===== src/rtl/cla_seq_pkg.sv =====
// cla_seq_pkg: shared state encoding, default sizes and limb extraction for the CLA sequencer
package cla_seq_pkg;
    typedef enum logic [1:0] {IDLE, RUN, DONE} state_t;
    localparam int LIMB_DEF = 32;
    localparam int LIMBS_DEF = 4;
    function automatic logic [LIMB_DEF-1:0] limb_of(input logic [LIMB_DEF*LIMBS_DEF-1:0] w, input int k);
        return w[k*LIMB_DEF +: LIMB_DEF];
    endfunction
endpackage


===== src/rtl/cla_seq_if.sv =====
// cla_seq_if: request/result handshake bundle; master issues and consumes, slave is the sequencer
interface cla_seq_if #(parameter int W = cla_seq_pkg::LIMB_DEF * cla_seq_pkg::LIMBS_DEF);
    logic in_valid, in_ready, sub, out_valid, out_ready, cout, ovf, busy;
    logic [W-1:0] op_a, op_b, result;
    modport master(output in_valid, op_a, op_b, sub, out_ready,
                   input in_ready, out_valid, result, cout, ovf, busy);
    modport slave(input in_valid, op_a, op_b, sub, out_ready,
                  output in_ready, out_valid, result, cout, ovf, busy);
endinterface


===== src/rtl/cla_seq_cla.sv =====
// cla_adder: SIZE-bit adder built from generate/propagate terms, shared by the sequencer
module cla_adder #(parameter int SIZE = 32) (
    input  logic [SIZE-1:0] a,
    input  logic [SIZE-1:0] b,
    input  logic            cin,
    output logic [SIZE-1:0] sum,
    output logic            cout,
    output logic            ovf
);
    logic [SIZE-1:0] g, p;
    logic [SIZE:0] c;
    assign g = a & b;
    assign p = a ^ b;
    always_comb begin
        c[0] = cin;
        for (int i = 0; i < SIZE; i++) c[i+1] = g[i] | (p[i] & c[i]);
    end
    assign sum = p ^ c[SIZE-1:0];
    assign cout = c[SIZE];
    assign ovf = c[SIZE] ^ c[SIZE-1];
endmodule


===== src/rtl/cla_seq_ctrl.sv =====
// cla_seq_ctrl: wide add/subtract by stepping one LIMB-bit CLA over LIMBS limbs, LSB limb first.
// Define CLA_SEQ_SUB_EN to honour the sub input; otherwise every operation is an add.
module cla_seq_ctrl
    import cla_seq_pkg::*;
#(
    parameter int LIMB = LIMB_DEF,
    parameter int LIMBS = LIMBS_DEF
) (
    input logic clk,
    input logic rst,
    cla_seq_if.slave bus
);
    localparam int W = LIMB * LIMBS;
    localparam int BW = $clog2(LIMBS);
    state_t state;
    logic [W-1:0] a_q, b_q, res_q;
    logic [BW-1:0] beat;
    logic carry, cout_q, ovf_q, out_valid_q;
    logic [LIMB-1:0] cla_a, cla_b, cla_sum;
    logic cla_cout;
    assign cla_a = a_q[beat*LIMB +: LIMB];
`ifdef CLA_SEQ_SUB_EN
    logic sub_q;
    assign cla_b = b_q[beat*LIMB +: LIMB] ^ {LIMB{sub_q}};
`else
    assign cla_b = b_q[beat*LIMB +: LIMB];
`endif
    cla_adder #(.SIZE(LIMB)) u_cla (
        .a(cla_a), .b(cla_b), .cin(carry), .sum(cla_sum), .cout(cla_cout), .ovf()
    );
    always_ff @(posedge clk or posedge rst) begin
        if (rst) begin
            state <= IDLE;
            a_q <= '0;
            b_q <= '0;
            res_q <= '0;
            beat <= '0;
            carry <= 1'b0;
            cout_q <= 1'b0;
            ovf_q <= 1'b0;
            out_valid_q <= 1'b0;
`ifdef CLA_SEQ_SUB_EN
            sub_q <= 1'b0;
`endif
        end else begin
            case (state)
                IDLE: if (bus.in_valid) begin
                    a_q <= bus.op_a;
                    b_q <= bus.op_b;
                    beat <= '0;
                    state <= RUN;
`ifdef CLA_SEQ_SUB_EN
                    sub_q <= bus.sub;
                    carry <= bus.sub;
`else
                    carry <= 1'b0;
`endif
                end
                RUN: begin
                    res_q[beat*LIMB +: LIMB] <= cla_sum;
                    carry <= cla_cout;
                    // cla_b already carries the subtract inversion, so one overflow rule serves both ops
                    if (beat == BW'(LIMBS - 1)) begin
                        cout_q <= cla_cout;
                        ovf_q <= (cla_a[LIMB-1] == cla_b[LIMB-1]) & (cla_sum[LIMB-1] != cla_a[LIMB-1]);
                        out_valid_q <= 1'b1;
                        state <= DONE;
                    end else begin
                        beat <= beat + 1'b1;
                    end
                end
                DONE: if (bus.out_ready) begin
                    out_valid_q <= 1'b0;
                    state <= IDLE;
                end
                default: state <= IDLE;
            endcase
        end
    end
    assign bus.in_ready = state == IDLE;
    assign bus.busy = state != IDLE;
    assign bus.out_valid = out_valid_q;
    assign bus.result = res_q;
    assign bus.cout = cout_q;
    assign bus.ovf = ovf_q;
endmodule


===== src/flat_wrapper.sv =====
// flat-port wrapper written by rule: the top's interface ports become plain ports
module cla_seq_ctrl_flat import cla_seq_pkg::*;
#(
    parameter int LIMB = LIMB_DEF,
    parameter int LIMBS = LIMBS_DEF
)
  (clk, rst, bus_in_valid, bus_op_a, bus_op_b, bus_sub, bus_out_ready, bus_in_ready, bus_out_valid, bus_result, bus_cout, bus_ovf, bus_busy);
  cla_seq_if #(.W((LIMB_DEF * LIMBS_DEF))) bus_i ();
  input logic clk;
  input logic rst;
  input wire logic [$bits(bus_i.in_valid)-1:0] bus_in_valid;
  input wire logic [$bits(bus_i.op_a)-1:0] bus_op_a;
  input wire logic [$bits(bus_i.op_b)-1:0] bus_op_b;
  input wire logic [$bits(bus_i.sub)-1:0] bus_sub;
  input wire logic [$bits(bus_i.out_ready)-1:0] bus_out_ready;
  output wire logic [$bits(bus_i.in_ready)-1:0] bus_in_ready;
  output wire logic [$bits(bus_i.out_valid)-1:0] bus_out_valid;
  output wire logic [$bits(bus_i.result)-1:0] bus_result;
  output wire logic [$bits(bus_i.cout)-1:0] bus_cout;
  output wire logic [$bits(bus_i.ovf)-1:0] bus_ovf;
  output wire logic [$bits(bus_i.busy)-1:0] bus_busy;
  assign bus_i.in_valid = bus_in_valid;
  assign bus_i.op_a = bus_op_a;
  assign bus_i.op_b = bus_op_b;
  assign bus_i.sub = bus_sub;
  assign bus_i.out_ready = bus_out_ready;
  assign bus_in_ready = bus_i.in_ready;
  assign bus_out_valid = bus_i.out_valid;
  assign bus_result = bus_i.result;
  assign bus_cout = bus_i.cout;
  assign bus_ovf = bus_i.ovf;
  assign bus_busy = bus_i.busy;
  cla_seq_ctrl #(.LIMB(LIMB), .LIMBS(LIMBS)) u_core (.clk(clk), .rst(rst), .bus(bus_i));
endmodule

===== config.mk =====
export PLATFORM = sky130hd
export DESIGN_NAME = cla_seq_ctrl_flat
export DESIGN_NICKNAME = d
export VERILOG_FILES = /design/src/rtl/cla_seq_pkg.sv /design/src/rtl/cla_seq_if.sv /design/src/rtl/cla_seq_cla.sv /design/src/rtl/cla_seq_ctrl.sv /design/src/flat_wrapper.sv
export SDC_FILE = /design/constraint.sdc
export NUM_CORES = 1
export LEC_CHECK = 0
export CORE_MARGIN = 1
export CORE_UTILIZATION = 40
export CTS_CLUSTER_DIAMETER = 80
export CTS_CLUSTER_SIZE = 14
export DETAILED_ROUTE_END_ITERATION = 16
export GPL_TIMING_DRIVEN = 0
export PLACE_DENSITY_LB_ADDON = 0.05
export SYNTH_ARGS = -nofsm -noshare
export SYNTH_HDL_FRONTEND = slang
export SYNTH_SLANG_ARGS = --single-unit

===== constraint.sdc =====
create_clock -name clk -period 20 [get_ports clk]
set_clock_uncertainty 0.2 [all_clocks]
set_input_delay 4 -clock clk [delete_from_list [all_inputs] [get_ports clk]]
set_output_delay 4 -clock clk [all_outputs]
set_load 0.01 [all_outputs]

==> impl_metrics.tcl <==
set metrics [dict create \
    outcome "complete, no violations" \
    max_stage_delay_ps 680 \
    io_buffers 392 \
    globalplace.congestion 0.8226 \
    clockBufferDepth 3 \
    finalCritPeriodShare 0.7828 \
    maxCapViolations 0 \
    synth_edf_count 0 \
    first_pass_iters 4 \
    rsz0062_at_grt "no" \
    synth_mux_area_frac 0.2554 \
    slew_headroom 0.2707 \
    yosys.area_share.simple 0.01017 \
    fin_cells 2031 \
    cp-end-kind "register" \
    irDropWorstVdd_mv 0.1216 \
    async_flop_share 1.000 \
    h-tree-depth 2 \
    netlist_instances 1052 \
    yosys.area_share.adder 0.04290 \
    hold_buffers 0 \
    drt_iter0_drc 559 \
    cts_buffers 34 \
    timing_hold_violations_final 0 \
    grt_overflow 0 \
    die_h_um 208.0 \
    ff2ff_path_depth 39 \
    worst_slew_pin_slew_ps 1094 \
    yosys_register_bits 392 \
    yosysWarningCount 0 \
    ys.flop_type "dfrtp_1" \
    max_freq_mhz 63.87 \
    post-cts-setup-buffers 0 \
    p_leak_nw 9.368 \
    clk_latency_ps 540 \
    final_antenna_net_count 0 \
    ys_types 32 \
    hp-class "register to register" \
    critical_path_required_ps 20260 \
    holdPathStages 2 \
    synth_top_family_by_area "multiplexers" \
    io_pins 394 \
    fin_tns_setup_ps 0 \
    die_w_um 208.0 \
    cts_resized 0 \
    start_util 0.4047 \
    finalMaxSlewViolations 0 \
    avgSynthCellArea_um2 16.14 \
    clockRootBuffer "clkbuf_16" \
    cts_tree "built" \
    final_cell_mix "clkdlybuf4s50_1 (392), dfrtp_1 (392), mux2_2 (257)" \
    syn_nets 1352 \
    clk_transition_reported_paths_ps 70 \
    drcViolationCount 0 \
    worstSetupStartpointType "register" \
    via_per_inst 5.258 \
    die-area_um2 43270 \
    grt_pass1_vias 11340 \
    critPathMostFrequentCell "fa_1" \
    crit_slowest_cell "buf_1" \
    synth-xor-area-share 0.0005160 \
    cp.arrival_ps 15910 \
    core_area_um2 41950 \
    crit_fanout 10 \
    dp.cells 1986 \
    setup_viol 0 \
    routed_wl_um 50660 \
    syn-cell-area_um2 16980 \
    ys_seq_area_frac 0.5779 \
    vias 10680 \
    cts.sinks 392 \
    hpwlAfterDp_um 37940 \
    post_drt_wl_per_cell_um 24.94 \
    path_class "register to register" \
    layout_min_cycle_time_ps 15660 \
    grt_max_degree 105 \
    powerDensity_nw_per_um2 188.7 \
    fp-row-count 75 \
    grt_pass1_wl_um 75780 \
    drive_above_1_share 0.2791 \
    area.growth.synth_to_final_pct 33.15 \
    layout.nets 1783 \
    grt_antenna_before_repair 15 \
    synth-compound-area-share 0.06884 \
    grt_use_total 0.2397 \
]
## sequential cells by signal, summed over array words and instances (netlist names)
register              count
u_core.bus.cout           1
u_core.bus.out_valid      1
u_core.bus.ovf            1
u_core.beat               2
u_core.bus.result       128
u_core.a_q              128
u_core.b_q              128
u_core.state              2
u_core.carry              1
## Yosys cell counts (all sizes together) (2+ instances only)
cell type    n  area share
inv         69       0.015
a21oi        2     0.00059
fa          32       0.038
o2bb2ai    122       0.063
buf         53       0.026
o31ai        2     0.00088
mux2       257        0.17
or4          2      0.0013
dfrtp      392        0.58
nor4         2     0.00074
nand3        2     0.00059
o21ai        3     0.00088
nand2       10      0.0022
clkbuf      15      0.0033
ha           7      0.0052
a22o         6      0.0031
mux4        64       0.085
## cells by family (layout without fill, tap and decap cells)
kind of cell    Yosys count  count (layout)
buf+inv                 137             572
compound gates          136             136
fa+ha+maj                39              39
xor+xnor                  1               1
simple gates             26              26
mux                     321             321
other cells               0               5
flops                   392             392
## cell type report
cell class	count	area, um2
Clock inverter	3	23.77
Antenna cell	5	12.51
Timing Repair Buffer	395	4006
Inverter	69	266.5
Multi-Input combinational cell	523	6414
Buffer	68	493.0
Fill cell	3549	19340
Clock buffer	37	903.4
Tap cell	539	674.4
Sequential cell	392	9809
## power breakdown
group	leakage (nW)	internal [mW]	switching [mW]
registers	4.86	1.15	0.183
logic	4.06	1.09	1.23
clock network	0.451	0.320	0.291
## path summary, 6_finish.rpt
kind / from / endpoint / slack (ps)
worst min-delay path: u_core.bus.ovf / u_core.bus.ovf / 280
max in group asynchronous: rst / u_core.b_q[18] / 14780
worst max-delay path: u_core.beat[1] / u_core.bus.ovf / 4340
worst max register to register: u_core.beat[1] / u_core.bus.ovf / 4340
min in group asynchronous: rst / u_core.bus.result[30] / 3830
worst min register to register: u_core.bus.ovf / u_core.bus.ovf / 280
## stage by stage
step / setup slack (ps) / utilization / hold WS [ps] / instance area [um2] / power (mW)
floorplan: 4902 / - / 275.1 / 16980 / 2.705
global placement: -350.3 / 0.5143 / 269.3 / 21570 / 3.639
detailed placement: 4278 / 0.5165 / 273.7 / 21660 / 3.674
CTS: 4246 / 0.5386 / 289.7 / 22590 / 4.299
global route: 3838 / 0.5387 / 295.9 / 22600 / 4.526
finish: 4344 / 0.5389 / 282.1 / 22600 / 4.266
## layer usage
| layer | GRT usage | part of all wire | routed length (um) | up-vias |
|---|---|---|---|---|
| li1 | - | - | - | 4702 |
| met1 | 0.3400 | 0.46 | 23130 | 5595 |
| met2 | 0.3766 | 0.47 | 24010 | 301 |
| met3 | 0.05842 | 0.056 | 2855 | 61 |
| met4 | 0.04623 | 0.011 | 533 | 20 |
| met5 | 0 | 0.0025 | 129 | - |
## worst max-delay path: cells and delay by family (launching register included)
family	cells	cell delay, ps
xor+xnor	1	180
flops	1	470
compound gates	1	210
buf+inv	4	1160
fa+ha+maj	32	12960
mux	1	400
Note: power is estimated with default switching activity, not from simulation.
